**src/rtl/sdram_wr_arbiter.sv**
```systemverilog
// rtl/sdram_wr_arbiter.sv - two-requester frame-granular arbiter feeding the SDRAM write FIFO
//
// Purpose: grants one requester a whole frame of FRAME_LEN words at a time,
// forwards its words into the SDRAM write FIFO with one cycle of latency and
// alternates ownership round-robin when both requesters are waiting.
//
// Ports:
//   clk_50m         - system clock, all logic on the rising edge
//   rst             - asynchronous active-high reset
//   sdram_init_done - SDRAM controller ready; low blocks grants and aborts a frame
//   fifo_full       - write-FIFO almost-full backpressure, stalls transfers
//   req0/req1       - frame-write request levels (0: pattern gen, 1: resize engine)
//   valid0/valid1   - data word valid from each requester
//   data0/data1     - data word from each requester
//   ready0/ready1   - word accepted this cycle when the matching valid is high
//   wr_en/wr_data   - registered FIFO write strobe and data
//   grant           - one-hot owner of the current frame, 00 when idle
//   frame_done      - one-cycle pulse after the last word of a frame
//   frame_abort     - one-cycle pulse when a frame is cut short by sdram_init_done
module sdram_wr_arbiter #(
  parameter int FIFO_WIDTH = 16,
  parameter int FRAME_LEN  = 384000
) (
  input  logic                  clk_50m,
  input  logic                  rst,
  input  logic                  sdram_init_done,
  input  logic                  fifo_full,
  input  logic                  req0,
  input  logic                  req1,
  input  logic                  valid0,
  input  logic                  valid1,
  input  logic [FIFO_WIDTH-1:0] data0,
  input  logic [FIFO_WIDTH-1:0] data1,
  output logic                  ready0,
  output logic                  ready1,
  output logic                  wr_en,
  output logic [FIFO_WIDTH-1:0] wr_data,
  output logic [1:0]            grant,
  output logic                  frame_done,
  output logic                  frame_abort
);

  localparam logic [31:0] FRAME_LEN_W = 32'(FRAME_LEN);

  typedef enum logic [1:0] {
    IDLE = 2'd0,
    XFER = 2'd1,
    DONE = 2'd2
  } state_t;

  state_t      state;
  state_t      state_nxt;
  logic [1:0]  grant_nxt;
  logic [31:0] beat_cnt;
  logic [31:0] beat_cnt_nxt;
  logic        rr_ptr;          // 0: requester 0 wins a tie, 1: requester 1 wins
  logic        rr_ptr_nxt;
  logic        frame_done_nxt;
  logic        frame_abort_nxt;
  logic        can_take;
  logic        beat;

  // The count guard keeps a frame from ever accepting more than FRAME_LEN words.
  assign can_take = (state == XFER) && !fifo_full && (beat_cnt < FRAME_LEN_W);
  assign ready0   = can_take & grant[0];
  assign ready1   = can_take & grant[1];
  assign beat     = (valid0 & ready0) | (valid1 & ready1);

  always_comb begin
    state_nxt       = state;
    grant_nxt       = grant;
    beat_cnt_nxt    = beat_cnt;
    rr_ptr_nxt      = rr_ptr;
    frame_done_nxt  = 1'b0;
    frame_abort_nxt = 1'b0;
    case (state)
      IDLE: begin
        if (sdram_init_done && (req0 || req1)) begin
          state_nxt    = XFER;
          beat_cnt_nxt = '0;
          if (req0 && req1) begin
            grant_nxt = rr_ptr ? 2'b10 : 2'b01;
          end else begin
            grant_nxt = req1 ? 2'b10 : 2'b01;
          end
        end
      end
      XFER: begin
        // Losing the controller outranks everything, including a final beat.
        if (!sdram_init_done) begin
          state_nxt       = IDLE;
          grant_nxt       = '0;
          beat_cnt_nxt    = '0;
          frame_abort_nxt = 1'b1;
        end else if (beat) begin
          beat_cnt_nxt = beat_cnt + 32'd1;
          if (beat_cnt == FRAME_LEN_W - 32'd1) begin
            state_nxt      = DONE;
            frame_done_nxt = 1'b1;
          end
        end
      end
      DONE: begin
        // Point at whoever did not own this frame.
        state_nxt  = IDLE;
        grant_nxt  = '0;
        rr_ptr_nxt = grant[0];
      end
      default: begin
        state_nxt = IDLE;
        grant_nxt = '0;
      end
    endcase
  end

  always_ff @(posedge clk_50m or posedge rst) begin
    if (rst) begin
      state       <= IDLE;
      grant       <= '0;
      beat_cnt    <= '0;
      rr_ptr      <= 1'b0;
      frame_done  <= 1'b0;
      frame_abort <= 1'b0;
    end else begin
      state       <= state_nxt;
      grant       <= grant_nxt;
      beat_cnt    <= beat_cnt_nxt;
      rr_ptr      <= rr_ptr_nxt;
      frame_done  <= frame_done_nxt;
      frame_abort <= frame_abort_nxt;
    end
  end

  always_ff @(posedge clk_50m or posedge rst) begin
    if (rst) begin
      wr_en   <= 1'b0;
      wr_data <= '0;
    end else begin
      wr_en   <= beat;
      wr_data <= beat ? (grant[1] ? data1 : data0) : '0;
    end
  end

endmodule
```
**config.mk**
```make
export PLATFORM = sky130hd
export DESIGN_NAME = sdram_wr_arbiter
export DESIGN_NICKNAME = d
export VERILOG_FILES = /design/src/rtl/sdram_wr_arbiter.sv
export SDC_FILE = /design/constraint.sdc
export NUM_CORES = 1
export LEC_CHECK = 0
export ABC_AREA = 0
export CAP_MARGIN = 40
export CORE_AREA = 2 2 76 78
export CTS_CLUSTER_SIZE = 12
export DETAILED_ROUTE_END_ITERATION = 10
export DIE_AREA = 0 0 78 80
export GPL_ROUTABILITY_DRIVEN = 1
export HOLD_SLACK_MARGIN = 0.08
export PLACE_DENSITY = 0.78
export SYNTH_ARGS = -nofsm -noshare
export SYNTH_HDL_FRONTEND = slang
export SYNTH_SLANG_ARGS = --single-unit
```
**constraint.sdc**
```tcl
create_clock -name clk_50m -period 2.7 [get_ports clk_50m]
set_clock_uncertainty 0.05 [all_clocks]
set_input_delay 0.27 -clock clk_50m [delete_from_list [all_inputs] [get_ports clk_50m]]
set_output_delay 0.27 -clock clk_50m [all_outputs]
set_load 0.02 [all_outputs]
```
-- Word-level counts from Yosys, hierarchy flattened
Cells that the tools add are included.
- flip-flop bits (word level): 56
- input bits: 40
- output and inout port bits: 23
- word-level logic and storage cells: 56
- $add $sub $neg: 1
- magnitude comparators: 1
- eq/ne operators: 7
- mux-type cells: 23
- bitwise operators: 5
- reduce and logical (&&, ||, !) cells: 11
- operators with widths (cell ; number):
    32-bit 2-to-1 mux ; 3
    32-bit one-hot mux with 2 select lines ; 1
    32-bit by 1-bit adder with 32-bit output (second input constant) ; 1
    32-bit by 19-bit equality test with 1-bit output (second input constant) ; 1
    32-bit by 19-bit less-than comparator with 1-bit output (second input constant) ; 1
    16-bit 2-to-1 mux ; 2
    2-bit 2-to-1 mux ; 9
    2-bit one-hot mux with 2 select lines ; 2
    1-bit 2-to-1 mux ; 6
    3-bit AND reduction ; 2
    1-bit AND ; 4
    1-bit logical AND ; 4
    2-bit != test (second input constant) ; 2
    3-bit by 2-bit != test with 1-bit output (second input constant) ; 1
    3-bit != test (second input constant) ; 1
    2-bit by 1-bit equality test with 1-bit output (second input constant) ; 1
    2-bit equality test (second input constant) ; 1
    2-bit logical NOT ; 1
    2-bit AND reduction ; 1
    2-bit nonzero test ; 1
    1-bit logical NOT ; 1
    1-bit logical OR ; 1
    1-bit OR ; 1

-- Depth between registers and ports, before layout
- word-level depth: 9
- mapped depth: 7
- gate-level depth less buffers: 6

-- Least setup slack after synthesis
No wires, ideal clock.
- kind: register to register
- from: register state[1]
- to: register beat_cnt[17]
- setup time: 0.077 ns
- arrival time: 2.023 ns
- data required time: 2.573 ns
- path slack: 0.550 ns
- stages on the path, launching flop included: 7
- path buffers: 1
- clock period less this slack: 2.150 ns
- cells stage by stage: dfrtp_1 > buf_6 > or4b_4 > nor3_4 > nand4_4 > or4_1 > a21oi_1
- longest elaborated chain between the ends: 8
- elaborated cells on any way between the ends: 14
- RTL lines (item ; line ; source):
    start: declaration ; 51 ; state_t state;
    start signal: assignment ; 125 ; state <= state_nxt;
    2-bit by 1-bit equality test with 1-bit output ; 64, 76 ;
    1-bit logical AND (2 in series) ; 64 ; assign can_take = (state == XFER) && !fifo_full && (beat_cnt < FRAME_LEN_W);
    1-bit AND (on tied branches) ; 65, 66 ;
    1-bit AND ; 67 ; assign beat = (valid0 & ready0) | (valid1 & ready1);
    1-bit OR ; 67 ;
    3-bit != test (no source line) ; n/a ;
    3-bit AND reduction (no source line) ; n/a ;
    end signal: assignment ; 127 ; beat_cnt <= beat_cnt_nxt;
    end: declaration ; 54 ; logic [31:0] beat_cnt;
Several ways; a longest one is shown, not always the timed one.
A chain may end at the register's enable or synchronous reset.

-- Worst setup path after layout
- from: register state[1]
- to: output port ready1
- longest elaborated chain between the ends: 4
- RTL lines (item ; line ; source):
    2-bit by 1-bit equality test with 1-bit output ; 64 ;
    1-bit logical AND (2 in series) ; 64 ;
    1-bit AND ; 66 ; assign ready1 = can_take & grant[1];
    end: declaration ; 35 ; output logic ready1,
No other way between the ends.

==> metrics.cfg <==
[drt]
drt-pass1-iter-count=5
wl_per_cell_um=13.6
drc=0
ant_nets=0
wirelength_um=5270
viasPerCell=5.32
vias=2066
dr.first_iter.drc_count=147

[die]
core-area_um2=5410
start_util=0.477
rows=27
die_h_um=80
die_area_um2=6240
die_x_um=78
ios=63

[clock_tree]
insertion_delay_ns=0.32
clockRootBuffer=clkbuf_8
h-tree-depth=2
clkTransAtPathRegs_ns=0.11
cts_buffers=5
cts_setup_buffers=0
cts_resized=2
ctsHoldBuffers=0
cts_buffer_depth=2
cts_tree=built
cts.sinks=56

[logic_synthesis]
synth-edff-count=0
synthCells=247
async_flop_share=1.00
synth_seq_cells=56
synthTopCellsByArea=dfrtp_1 (54%), mux2i_1 (7.4%), nor2_1 (4.2%)
synth-compound-area-share=0.0718
seq_area_frac_synth=0.543
yosys.area_share.simple=0.258
synthFlopType=dfrtp_1
synth_area_um2=2580
yosysTopAreaCell=dfrtp_1
yosysUniqueCellTypes=42
synth_top_area_share=0.543
synthXorXnorAreaFrac=0.0204
syn_nets=288
synthesis.yosys.warnings=0
synth_top_family_by_area=simple AND/OR/NAND/NOR gates
avgSynthCellArea_um2=10.4
synthMuxAreaShare=0.0737
synthAdderAreaFrac=0.00485

[status]
status=finished clean

[global_route]
grt_pass1_vias=1949
grt_max_degree=24
track_usage=0.180
overflow=0
grt_antenna_before_repair=0
grt_pass1_wl_um=8770

[worst_setup_path]
cp-end-kind=output port
crit_fanout=3
ff2ff_setup_slack_ns=0.44
r2r_cells=6
worstPathRequired_ns=2.38
worst-setup-path-type=reg -> out
worstReg2RegEnd=beat_cnt[3]$_DFFE_PP0P_
cp-start-kind=register
rr_startpoint=state[1]$_DFFE_PP0P_
cp.arrival_ns=2.14
startpoint=state[1]$_DFFE_PP0P_

[sta]
period_share=0.913
hold_violations=0
worst_slew_pin_slew_ns=0.613
fin_crit_ns=2.46
setup_viol=0
rsz0062_at_grt=no
relSlewSlack=0.591
fmax_mhz=406
finalMaxSlewViolations=0

[flow_run]
maxCapViolCount=0

[pwr]
ir_worst_vdd_mv=0.322
leakage_nw=1.46
powerDensity_nw_per_um2=457
power.total_mw=1.56

[place]
dp_hpwl_um=3890
gp_congestion=0.852
io_buffers=62

[final_layout]
fin_util=0.631
drive_above_1_share=0.0981
area_growth_pct=32.3
diodes=0
nNetsFinal=356

[min_path]
hold_path.class=in -> async

-- Yosys cell counts, types with 2 or more instances --
master,number
dfrtp_1,56
or3_1,6
nor4b_1,2
o21ai_0,9
a31oi_1,3
a31o_2,3
a21oi_1,9
inv_1,5
nand3_1,12
mux2i_1,19
xnor2_1,3
and3_1,2
clkbuf_1,10
nor3_1,5
nor4_1,7
xor2_1,3
nor2_1,29
and4_1,3
nand2_1,13
nand4_1,10
and2_1,17
-- power breakdown --
group	switching (mW)	internal, mW	total (mW)
combinational	0.105	0.110	0.215
sequential	0.00786	0.850	0.858
clock	0.293	0.196	0.488
-- metal layers --
layer | vias to the layer above | wire length (µm) | track usage
li1 | 1017 | - | -
met1 | 957 | 2170 | 0.219
met2 | 82 | 2530 | 0.297
met3 | 10 | 484 | 0.0679
met4 | 0 | 93 | 0.0614
met5 | - | 0 | 0
-- cell families (layout without fill, tap and decap cells) --
| kind of cell | Yosys count | in the layout |
|---|---|---|
| AOI/OAI and AO/OA | 30 | 30 |
| muxes | 19 | 19 |
| and+or+nand+nor | 118 | 118 |
| buffers and inverters | 17 | 86 |
| DFF | 56 | 56 |
| xor gates and xnor gates | 6 | 6 |
| adders and majority gates | 1 | 1 |
-- per-stage QoR --
stage | cells | instance area, µm² | setup slack (ns) | TNS (ns) | hold slack, ns
after floorplan | 247 | 2580 | 0.550 | 0 | 0.373
after global placement | 380 | 3320 | -0.103 | -0.204 | 0.420
after detailed placement | 380 | 3320 | -0.123 | -0.242 | 0.421
after CTS | 388 | 3420 | 0.0372 | 0 | 0.237
after global routing | 388 | 3410 | 0.0871 | 0 | 0.268
final | 388 | 3410 | 0.236 | 0 | 0.227
-- placed cells by master (no fill, tap or decap), types with 4 or more instances in the layout --
cell	Yosys	routed
a21oi_1	9	9
and2_1	17	17
buf_4	0	11
clkbuf_8	0	5
clkdlybuf4s50_1	0	60
dfrtp_1	56	56
inv_1	5	4
mux2i_1	19	19
nand2_1	13	13
nand3_1	12	12
nand4_1	10	10
nor2_1	29	29
nor3_1	5	5
nor4_1	7	7
o21ai_0	9	9
or3_1	6	6
-- cell type report --
class	instances	area, µm²
repair buffers	73	693
multi-input cells	174	1110
inverters	5	18.8
clock inverters	3	33.8
clock buffers	5	68.8
well taps	72	90.1
flip-flops and latches	56	1400
fillers	456	1990
-- registers in the layout, indices dropped and copies added (netlist names) --
| signal | cells |
|---|---|
| beat_cnt | 32 |
| frame_abort | 1 |
| grant | 2 |
| rr_ptr | 1 |
| state | 2 |
| wr_data | 16 |
| wr_en | 1 |
| frame_done | 1 |
-- worst max-delay path, cell delays in order (launching register included) --
cell	delay, ns
dfrtp_1	0.39
or4b_4	0.53
or2_1	0.25
nor3_1	0.21
buf_4	0.16
and2_1	0.12
clkbuf_2	0.16
-- worst max path at each step --
stage,endpoint,cells after the start
2_1_floorplan,beat_cnt[17]$_DFFE_PP0P_,6
3_3_place_gp,ready0,7
3_5_place_dp,ready1,7
4_1_cts,ready1,6
5_1_grt,ready1,6
6_report,ready1,6
Note: power is estimated with default switching activity, not from simulation.
==> RTL change 1: new RTL, same settings <==
The parameter `FIFO_WIDTH` goes from 16 to 12.
--- a/src/rtl/sdram_wr_arbiter.sv
+++ b/src/rtl/sdram_wr_arbiter.sv
@@ -20,3 +20,3 @@
 module sdram_wr_arbiter #(
-  parameter int FIFO_WIDTH = 16,
+  parameter int FIFO_WIDTH = 12,
   parameter int FRAME_LEN  = 384000
Ports: changed (resized data0, data1 and wr_data); port bits go from 63 to 51. The function was not compared with the original's and may differ.
==> RTL change 1 against the unedited design <==
Total power increased by 4.5%. Via count decreased by 6.2%. Core utilization fell by 4.5 points. Setup slack worse by 170 ps. Count of clock-buffer cells in the layout unchanged. Sequential power is 6.6% lower. Global-route usage rose by 0.76 points. Design area fell by 7.1%. Area after synthesis is 6.6% lower. Largest power group unchanged. Die area unchanged. Synthesized cell count shrank 4.9%. Largest cell class unchanged. Sequential cell count down 4. Routed wire length increased by 2.4%.
==> RTL change 1: results (changes against the unedited design) <==
* Status: finished clean (unchanged)
* R2R depth at 5 (was 6)
* Gr usage total at 18.80% (was 18.05%)
* Total Wirelength at 5397 um (was 5270 um)
* Placed inst area at 0.003008 mm2 (was 0.003321 mm2)
* Gpl congestion at 0.8321 (was 0.8519)
* Layout cell share with drive strength beyond 1 at 10.38% (was 9.810%)
* Post-place setup slack at 198.1 ps (was -123.2 ps)
* CP peak stage delay at 610 ps (was 530 ps)
* Synth top cells by count: dfrtp_1, nor2_1, nand2_1 (was dfrtp_1, nor2_1, mux2i_1)
* Number of DRC markers in iteration 0 at 129 (was 147)
* Switching power at 0.3761 mW (was 0.4053 mW)
* Biggest regs: beat_cnt: 32 flops, wr_data: 12 flops (was beat_cnt: 32 flops, wr_data: 16 flops)
* Sequential cell area share at 41.08% (was 41.06%)
* Core ar. at 0.005405 mm2 (unchanged)
* First-pass GRT wire length at 9232 um (was 8769 um)
* Port bufs at 50 (was 62)
* Final Cell Area at 0.003171 mm2 (was 0.003413 mm2)
* NumNets Final at 321 (was 356)
* Critical path's slowest cell: clkdlybuf4s50_1 (was or4b_4)
* Post-synthesis sequential area ratio at 54.03% (was 54.32%)
* Crit path max fanout at 3 (unchanged)
* WHS at 197.7 ps (was 227.2 ps)
* Pre-antenna DRT Iters at 6 (was 5)
* R2r endpoint: state[0]$_DFFE_PP0P_ (was beat_cnt[3]$_DFFE_PP0P_)
* Library cells used by synthesis at 46 (was 42)
* Multi-input comb cells at 166 (was 174)
* Synth area leaders: dfrtp_1, mux2i_1, and2_1 (was dfrtp_1, mux2i_1, nor2_1)
* Number of global-route vias before repair at 1976 (was 1949)
* XOR/XNOR share of the synthesized area at 0.3636% (was 2.037%)
* Buffering overhead at 17.68% (was 20.31%)
* Fmax at 380.2 MHz (was 405.8 MHz)
* R2R Setup Slk at 310 ps (was 440 ps)
* Clock sink count at 52 (was 56)
* Non-Filler Instances at 361 (was 388)
* Peak VDD IR at 0.2978 mV (was 0.3217 mV)
* Complex-gate fraction of the synthesized area at 13.25% (was 7.177%)
* Repair and plain buffers at 58 (was 73)
* Net count after synthesis at 268 (was 288)
* Post-Synth Adder-Cell Area at 0.5195% (was 0.4850%)
* CTS-repair resized insts at 0 (was 2)
* Clk_buf instances at 5 (unchanged)
* Clock network area share at 4.341% (was 3.006%)
* Pin count of the biggest net entering global routing at 30 (was 24)
* Critical path's top delay family: simple AND/OR/NAND/NOR gates (unchanged)
* Dpl cells at 353 (was 380)
* Post-synthesis mux area share at 4.987% (was 7.371%)
==> RTL change 1: cell types whose count changed in the layout (fill, tap and decap cells not counted), moves of 5 or more <==
cell	before	now
clkdlybuf4s50_1	60	50
dfrtp_1	56	51
mux2i_1	19	12
nand4_1	10	3
nor2_1	29	21
nor4_1	7	0
o21ai_0	9	14
or3_1	6	11
==> RTL change 1: power by group through the flow <==
stage / Clock (mW) / Combinational [mW] / Sequential, mW
global route: 0.682 / 0.204 / 0.803
finish: 0.644 / 0.186 / 0.801
CTS: 0.648 / 0.188 / 0.801
detailed placement: 0 / 0.188 / 0.816
global placement: 0 / 0.183 / 0.815
floorplan: 0 / 0.0868 / 0.823
==> RTL change 1: layer usage <==
metal / track usage, % / wire (um) / part of all wire, %
met4: 5.789 / 88 / 1.6
met5: 0 / 0 / 0
met3: 4.186 / 224 / 4.2
met2: 33.62 / 2684 / 50
met1: 22.61 / 2399 / 44
==> RTL change 2: new RTL, same flow settings <==
Made on the original files. Encoding of `state_t`: now one-hot (3 bits for 3 states).
--- a/src/rtl/sdram_wr_arbiter.sv
+++ b/src/rtl/sdram_wr_arbiter.sv
@@ -44,6 +44,6 @@
 
-  typedef enum logic [1:0] {
-    IDLE = 2'd0,
-    XFER = 2'd1,
-    DONE = 2'd2
+  typedef enum logic [2:0] {
+    IDLE = 3'b001,
+    XFER = 3'b010,
+    DONE = 3'b100
   } state_t;
Function: no difference found for any inputs over 10 cycles, from zero or initial values and one cycle with rst high; not proved beyond that.
==> RTL change 2 against the unedited design <==
The flow now finishes with violations (setup timing). Area after synthesis rose by 9.6%. Design area rose by 15%. Critical path type unchanged. Hold slack improved by 56 ps. Sequential cell count rose by 1. Register-to-register slack got worse by 350 ps. Total power rose by 26%. Clock power rose by 65%. Routed wire length rose by 31%. Setup slack got worse by 310 ps.
==> RTL change 2: results (changes against the unedited design) <==
* Number of global-route vias before repair at 2468 (was 1949)
* Gr usage total at 24.58% (was 18.05%)
* Biggest regs: beat_cnt: 32 flops, wr_data: 16 flops, state: 3 flops (was beat_cnt: 32 flops, wr_data: 16 flops)
* Library cells used by synthesis at 51 (was 42)
* Synth top cells by count: dfrtp_1, nor2_1, mux2i_1 (unchanged)
* Worst Tran Pin Value at 740.4 ps (was 613.5 ps)
* Post-synthesis sequential area ratio at 50.51% (was 54.32%)
* Total Wirelength at 6891 um (was 5270 um)
* NumNets Final at 407 (was 356)
* Layout cell share with drive strength beyond 1 at 17.52% (was 9.810%)
* Crit path max fanout at 2 (was 3)
* R2R depth at 8 (was 6)
* Final Setup Violations at 2 (was 0)
* Synth area leaders: dfrtp_1, mux2i_1, and2_1 (was dfrtp_1, mux2i_1, nor2_1)
* Worst setup margin at -71.02 ps (was 235.9 ps)
* Number of DRC markers in iteration 0 at 156 (was 147)
* Placed inst area at 0.003667 mm2 (was 0.003321 mm2)
* Pin count of the biggest net entering global routing at 31 (was 24)
* CP peak stage delay at 560 ps (was 530 ps)
* Clock Pin Slew Worst Setup and Hold Paths at 70 ps (was 110 ps)
* Pre-antenna DRT Iters at 4 (was 5)
* Critical path's slowest cell: or4_4 (was or4b_4)
* Leak pwr at 1.721 nW (was 1.456 nW)
* First-pass GRT wire length at 11800 um (was 8769 um)
* Status: finished, violations left (was finished clean)
* Failing checks: setup timing
* Gpl congestion at 0.8270 (was 0.8519)
* Hold crit path type: input pin to asynchronous set/reset pin (unchanged)
* Layout filler cell count at 416 (was 456)
* Clock Latency Late Sink at 340 ps (was 320 ps)
* Critical Path AT at 2450 ps (was 2140 ps)
* DP Wirelength at 4965 um (was 3893 um)
RTL change 2: repair_timing:
action / CTS / global route
hold buffers: 0 / 0
setup buffers: 2 / 4
cloned: 0 / 0
endpoints found under the setup margin: 2 / 2
pin swaps: 3 / 3
resized for setup: 18 / 1
RTL change 2: power by group:
part	total [mW]	switching [mW]	internal, mW
Clock	0.803	0.351	0.452
Combinational	0.288	0.147	0.141
Sequential	0.873	0.00736	0.866
Total	1.96	0.506	1.46
RTL change 2: layout make-up:
| cell class | instances | area [um2] | area share (%) |
|---|---|---|---|
| inverters | 13 | 48.80 | 1.239 |
| well taps | 72 | 90.09 | 2.287 |
| flip-flops and latches | 57 | 1428 | 36.25 |
| repair buffers | 90 | 845.8 | 21.47 |
| clock inverters | 6 | 67.56 | 1.715 |
| multi-input cells | 195 | 1321 | 33.55 |
| clock buffers | 10 | 137.6 | 3.494 |
RTL change 2: logic make-up (layout without fill, tap and decap cells):
group / after synthesis / in the layout / synth area share [%]
simple gates: 121 / 121 / 24.26
flops: 57 / 57 / 50.51
compound gates: 48 / 48 / 12.44
mux: 25 / 25 / 8.942
buf+inv: 24 / 119 / 3.409
fa+ha+maj: 1 / 1 / 0.4426
RTL change 2: metal layers:
layer  part of all wire [%]  track usage, %  vias to the layer above
li1                       -               -                     1177
met1                     44           30.40                     1183
met2                     51           41.98                       54
met3                    4.3           7.466                       11
met4                    1.6           6.667                        0
met5                      0               0                        -
RTL change 2: through the flow:
| step | total power [mW] | setup slack, ps | std cells | TNS, ps |
|---|---|---|---|---|
| after detailed placement | 1.173 | -323.4 | 421 | -613.5 |
| after global routing | 2.050 | -126.7 | 443 | -245.6 |
| after floorplan | 1.041 | 351.8 | 276 | 0 |
| after CTS | 1.982 | -104.2 | 439 | -204.7 |
| final | 1.964 | -71.02 | 443 | -131.9 |
| after global placement | 1.165 | -206.0 | 421 | -409.0 |
RTL change 2: final timing paths:
kind | start | to | slack [ps]
worst min-delay path | rst | wr_data[10]$_DFF_PP0_ | 280
worst max register to register | beat_cnt[30]$_DFFE_PP0P_ | beat_cnt[7]$_DFFE_PP0P_ | 90
max in group asynchronous | rst | beat_cnt[20]$_DFFE_PP0P_ | 1750
worst min register to register | beat_cnt[21]$_DFFE_PP0P_ | beat_cnt[21]$_DFFE_PP0P_ | 440
worst max-delay path | beat_cnt[30]$_DFFE_PP0P_ | ready1 | -70
min in group clk_50m | beat_cnt[21]$_DFFE_PP0P_ | beat_cnt[21]$_DFFE_PP0P_ | 440
